<file path="config.mk">
export PLATFORM = sky130hd
export DESIGN_NAME = wave_frame_reader
export DESIGN_NICKNAME = d
export VERILOG_FILES = /design/src/rtl/wave_frame_reader.sv
export SDC_FILE = /design/constraint.sdc
export NUM_CORES = 1
export LEC_CHECK = 0
export ABC_AREA = 1
export CORE_UTILIZATION = 38
export DETAILED_ROUTE_END_ITERATION = 6
export GPL_ROUTABILITY_DRIVEN = 0
export PLACE_DENSITY_LB_ADDON = 0.12
export SETUP_SLACK_MARGIN = 0.5
export SYNTH_ARGS = -nofsm -noshare
export SYNTH_HDL_FRONTEND = slang
export SYNTH_SLANG_ARGS = --single-unit
</file>
<file path="constraint.sdc">
create_clock -name clk -period 1.8 [get_ports clk]
set_input_delay 0.54 -clock clk [delete_from_list [all_inputs] [get_ports clk]]
set_output_delay 0.54 -clock clk [all_outputs]
set_load 0.02 [all_outputs]
</file>
<file path="src/rtl/wave_frame_reader.sv">
// Reads one captured frame of NUM_POINTS samples from the wave RAM and streams it
// out on a valid/ready byte interface, pulsing ram_rd_over once the frame is consumed.
module wave_frame_reader #(
    parameter int NUM_POINTS = 300,
    parameter int ADDR_W     = 9,
    parameter int FIFO_DEPTH = 4,
    parameter int INVERT     = 0
) (
    input  logic              clk,
    input  logic              rstn,
    input  logic              start,
    output logic              busy,
    output logic              ram_rd_en,
    output logic [ADDR_W-1:0] wave_rd_addr,
    input  logic [7:0]        wave_rd_data,
    output logic              ram_rd_over,
    output logic [7:0]        m_data,
    output logic              m_valid,
    input  logic              m_ready,
    output logic              m_last
);

    localparam int PTR_W = (FIFO_DEPTH > 1) ? $clog2(FIFO_DEPTH) : 1;
    localparam int CNT_W = PTR_W + 1;
    localparam int RC_W  = ADDR_W + 1;
    localparam logic [RC_W-1:0] NUM_PTS  = RC_W'(NUM_POINTS);
    localparam logic [RC_W-1:0] LAST_IDX = RC_W'(NUM_POINTS - 1);
    localparam logic [CNT_W:0]  DEPTH_X  = (CNT_W + 1)'(FIFO_DEPTH);

    typedef enum logic [1:0] {IDLE, READ, DRAIN, OVER} state_t;

    function automatic logic [7:0] map_sample(input logic [7:0] s);
        return (INVERT != 0) ? (8'd255 - s) : s;
    endfunction

    state_t            state_q, state_d;
    logic [RC_W-1:0]   rd_cnt_q, rd_cnt_d;
    logic [RC_W-1:0]   out_cnt_q, out_cnt_d;
    logic [ADDR_W-1:0] addr_q, addr_d;
    logic              vld_p1_q, vld_p1_d;
    logic [PTR_W-1:0]  wr_ptr_q, wr_ptr_d;
    logic [PTR_W-1:0]  rd_ptr_q, rd_ptr_d;
    logic [CNT_W-1:0]  count_q, count_d;
    logic              busy_q, busy_d;
    logic              over_q, over_d;
    logic [7:0]        fifo_mem [FIFO_DEPTH];
    logic              issue, push, pop, final_beat;

    // Read issue counts the in-flight read so the FIFO can never overflow.
    always_comb begin
        issue        = (state_q == READ) && (rd_cnt_q < NUM_PTS) &&
                       (({1'b0, count_q} + {{CNT_W{1'b0}}, vld_p1_q}) < DEPTH_X);
        push         = vld_p1_q;
        m_valid      = (count_q != '0);
        pop          = m_valid && m_ready;
        m_last       = m_valid && (out_cnt_q == LAST_IDX);
        m_data       = m_valid ? fifo_mem[rd_ptr_q] : 8'd0;
        final_beat   = pop && m_last;
        ram_rd_en    = issue;
        wave_rd_addr = issue ? rd_cnt_q[ADDR_W-1:0] : addr_q;
        busy         = busy_q;
        ram_rd_over  = over_q;
    end

    always_comb begin
        state_d   = state_q;
        rd_cnt_d  = rd_cnt_q;
        out_cnt_d = out_cnt_q;
        addr_d    = wave_rd_addr;
        vld_p1_d  = issue;
        wr_ptr_d  = push ? (wr_ptr_q + PTR_W'(1)) : wr_ptr_q;
        rd_ptr_d  = pop ? (rd_ptr_q + PTR_W'(1)) : rd_ptr_q;
        count_d   = count_q;
        case ({push, pop})
            2'b10:   count_d = count_q + CNT_W'(1);
            2'b01:   count_d = count_q - CNT_W'(1);
            default: count_d = count_q;
        endcase
        if (issue) rd_cnt_d = rd_cnt_q + RC_W'(1);
        if (pop) out_cnt_d = out_cnt_q + RC_W'(1);

        case (state_q)
            IDLE: begin
                if (start) begin
                    state_d   = READ;
                    rd_cnt_d  = '0;
                    out_cnt_d = '0;
                end
            end
            READ:    if (issue && (rd_cnt_q == LAST_IDX)) state_d = DRAIN;
            DRAIN:   if (final_beat) state_d = OVER;
            OVER:    state_d = IDLE;
            default: state_d = IDLE;
        endcase

        busy_d = (state_d != IDLE);
        over_d = (state_d == OVER);
    end

    always_ff @(posedge clk or negedge rstn) begin
        if (!rstn) begin
            state_q   <= IDLE;
            rd_cnt_q  <= '0;
            out_cnt_q <= '0;
            addr_q    <= '0;
            vld_p1_q  <= 1'b0;
            wr_ptr_q  <= '0;
            rd_ptr_q  <= '0;
            count_q   <= '0;
            busy_q    <= 1'b0;
            over_q    <= 1'b0;
        end else begin
            state_q   <= state_d;
            rd_cnt_q  <= rd_cnt_d;
            out_cnt_q <= out_cnt_d;
            addr_q    <= addr_d;
            vld_p1_q  <= vld_p1_d;
            wr_ptr_q  <= wr_ptr_d;
            rd_ptr_q  <= rd_ptr_d;
            count_q   <= count_d;
            busy_q    <= busy_d;
            over_q    <= over_d;
        end
    end

    // RAM data returns one cycle after the read strobe and lands straight in the FIFO.
    always_ff @(posedge clk) begin
        if (push) fifo_mem[wr_ptr_q] <= map_sample(wave_rd_data);
    end

    always_ff @(posedge clk) begin
        if (rstn && push && !pop) assert (count_q != CNT_W'(FIFO_DEPTH));
    end

endmodule

</file>
==> run summary <==
## Timing
- 0 — Hold Vio Cnt, Final
- 2.24 ns — shortest period the worst path allows
- 124% — part of the cycle the worst path needs
- 21 — final setup vio count
- 0.0101 ns — setup skew after layout
- -0.435 ns — setup ws final
- 0.345 ns — Tightest Pin Transition
- 76.9% — relative slew slack
- yes — setup repair after global routing missed its margin
- 0 — number of slew-limit violations in the final report
- 447 MHz — max frequency
- 0.153 ns — minimum hold slack

## Worst setup path
- count_q[2] — worst reg2reg path endpoint
- 1 — Buffers & Inverters on Critical Path
- nand2_2 > nand2_1 > a21oi_1 > nand2_2 > nand2_8 > nand2_2 > nand2_4 > buf_4 — cells along the critical path
- 0.46 ns — CP peak stage delay
- flop — CP Launch Type
- 1.26 ns — Worst EP required
- 8 — worst-path fanout max
- count_q[0] — reg-to-reg critical path startpoint
- flop to primary output — crit path kind
- simple AND/OR/NAND/NOR gates — Largest delay share family, worst path
- sky130_fd_sc_hd__dfrtp_2 — master of the slowest instance on the critical path
- -0.08 ns — R2R setup slack
- 12 — number of cells on the worst reg-to-reg path
- sky130_fd_sc_hd__nand2_2 — Crit path top cell by count
- primary output — endpoint type of the worst setup path
- 1.70 ns — worst path arrival time

## Global routing
- 2856 — via count of the first global-routing pass
- 13400 um — first-pass GRT wire length
- 17.9% — Total GRT Usage
- 42 — pin count of the biggest net entering global routing
- 0 — antenna violations before repair
- 0 — global-route congestion overflow total

## Yosys
- 73 — count of state elements after synthesis
- 0% — share of cell area taken by muxes after synthesis
- 0 — warnings from Yosys
- sky130_fd_sc_hd__dfrtp_1 — cell type with the highest aggregate area in the netlist
- 56.2% — async set-reset flop share out of synthesis
- 1.78% — XOR/XNOR share of the synthesized area
- sky130_fd_sc_hd__nand2_1, sky130_fd_sc_hd__nor2_1, sky130_fd_sc_hd__dfrtp_1, sky130_fd_sc_hd__inv_1, sky130_fd_sc_hd__edfxtp_1 — leading post-synthesis cells by instance count
- sky130_fd_sc_hd__dfrtp_1, sky130_fd_sc_hd__edfxtp_1, sky130_fd_sc_hd__nand2_1 — cell types with the largest area share after synthesis
- 3.12% — area share of fa/ha/maj cells after synthesis
- 57.6% — sequential fraction of the synthesis area
- 8.01% — area fraction in compound gates after synthesis
- 32 — number of enable-type register cells in the synthesized netlist
- 390 — number of nets in the synthesized netlist
- 370 — cell count after synthesis
- sky130_fd_sc_hd__nand2_1 — most common cell in the netlist
- simple AND/OR/NAND/NOR gates — dominant combinational cell family by area after synthesis
- 9.33 um2 — mean instance size in the synthesized netlist
- 3450 um2 — post-synth design cell area
- sky130_fd_sc_hd__dfrtp_1 — leading register cell type out of synthesis
- 22.9% — simple-gate area share of the yosys netlist
- 31 — distinct cell type count of the synthesized netlist
- 29.7% — Synth top area share

## Power
- 2.32 nW — static leakage
- 1180 nW/um2 — ratio of total power to cell area
- 6.28 mW — Overall Power
- 589 uV — worst ir drop on vdd

## Detailed routing
- 0 — drc violations
- 13.4 um — Wirelength per Cell
- 4.75 — routed via count divided by cell count
- 79 — first-iteration detailed-routing DRC count
- 4 — number of search-and-repair iterations in the first detailed-routing pass
- 0 — residual antenna-violating net count after detailed routing
- 8070 um — Routed WL
- 2857 — routed vias

## Placement
- 33 — number of input and output port buffers inserted
- 5180 um — estimated wirelength of the detail-placed design
- -0.592 ns — post-place setup slack
- 4590 um2 — post-detailed-placement cell area

## Cells and area
- 5320 um2 — final design area excluding fillers
- 54.3% — area delta synth->final
- 46.5% — fraction of final layout cells with drive strength greater than 1
- 764 — # fillers
- 508 — layout net count
- 0 — diode count

## Floorplan
- 9470 um2 — Die ar.
- 39.4% — starting density of the core
- 97.3 um — die extent in y
- 34 — Core Rows
- 8760 um2 — core box area
- 97.3 um — horizontal die dimension
- 34 — I/O pin total

## Clocking
- 0.08 ns — Worst-path clk slew
- 9 — number of buffers created by CTS
- sky130_fd_sc_hd__clkbuf_8 — clock root buffer
- 2 — clk buf depth
- 3 — CTS H-tree depth
- 0 — number of buffers added to fix hold violations after cts
- 0.35 ns — clock insertion delay at the later pin of the skew report
- built — clock tree from TritonCTS
- 73 — Num Clock Sinks

## Worst hold path
- input pin to async pin — worst min path class

## Flow run
- 0 — number of maximum-capacitance constraint violations

## Status
- complete, but fails checks — outcome
- negative setup slack — violated checks

[state kept, by name, summed over array words and instances (netlist names)]
signal and cells:
count_q 3, ram_rd_over 1, out_cnt_q 10, push 1, fifo_mem 32, addr_q 9, rd_ptr_q 2, busy 1
wr_ptr_q 2, state_q 2, rd_cnt_q 10
[kinds of logic (layout without fill, tap and decap cells)]
group                    after synthesis  after routing
buffers and inverters                 53            175
flip-flops                            73             73
XOR/XNOR                               7              7
adder cells (fa/ha/maj)                8              8
AO/OA/AOI/OAI                         54             54
AND/OR/NAND/NOR                      175            176
[per-stage QoR]
stage / setup TNS, ns / util, % / instances
2_1_floorplan: -0.0712 / - / 370
3_3_place_gp: -9.37 / 52.4 / 564
3_5_place_dp: -9.89 / 52.4 / 564
4_1_cts: -6.51 / 57.7 / 592
5_1_grt: -7.95 / 60.8 / 601
6_report: -6.34 / 60.8 / 601
[layout by cell type, fill, tap and decap left out, drive strengths merged]
master | netlist | layout
dfrtp | 41 | 41
nor3 | 9 | 9
nor2 | 61 | 61
nand4 | 11 | 11
edfxtp | 32 | 32
o21bai | 1 | 1
inv | 44 | 40
clkdlybuf4s50 | 0 | 10
ha | 7 | 7
clkbuf | 3 | 10
a21oi | 23 | 23
xnor2 | 1 | 1
nand3 | 11 | 11
xor2 | 6 | 6
buf | 5 | 104
nand2 | 82 | 83
o21ai | 28 | 28
clkinvlp | 0 | 9
fa | 1 | 1
clkinv | 1 | 2
o21a | 1 | 1
nor4 | 1 | 1
a31oi | 1 | 1
[layout make-up]
type | count | area, um2 | share of cell area, %
clock buffers | 10 | 128 | 2.40
clock inverters | 6 | 43.8 | 0.823
inverters | 45 | 203 | 3.81
multi-input cells | 245 | 1790 | 33.6
flip-flops and latches | 73 | 1990 | 37.4
well taps | 108 | 135 | 2.54
repair buffers | 114 | 1040 | 19.5
[how the worst max path moves through the flow]
stage	startpoint	end	slack [ns]	cells after the start
floorplan	rd_cnt_q[3]	wave_rd_addr[6]	-0.02	8
detailed placement	rd_cnt_q[4]	wave_rd_addr[5]	-0.59	8
global placement	rd_cnt_q[4]	wave_rd_addr[4]	-0.55	8
CTS	state_q[0]	wave_rd_addr[1]	-0.41	9
finish	rd_cnt_q[4]	wave_rd_addr[1]	-0.44	8
global route	state_q[0]	wave_rd_addr[3]	-0.49	9
[routing by layer]
layer / routed length [um] / vias up / global-route usage, %
met5: 0 / - / 0
met3: 203 / 13 / 2.81
met2: 3950 / 46 / 29.5
met4: 146 / 0 / 7.35
met1: 3770 / 1350 / 23.6
li1: - / 1448 / -
[power breakdown]
| group | switching, mW | total, mW | internal [mW] |
|---|---|---|---|
| clock network | 0.638 | 1.14 | 0.502 |
| registers | 0.132 | 2.04 | 1.90 |
| logic | 1.62 | 3.11 | 1.49 |
[repair_timing]
action | 4_1_cts | 5_1_grt
gates resized for setup | 195 | 50
setup buffers | 11 | 9
cloned | 1 | 0
pin swaps | 13 | 17
setup endpoints to repair | 83 | 89
Note: power is estimated with default switching activity, not from simulation.
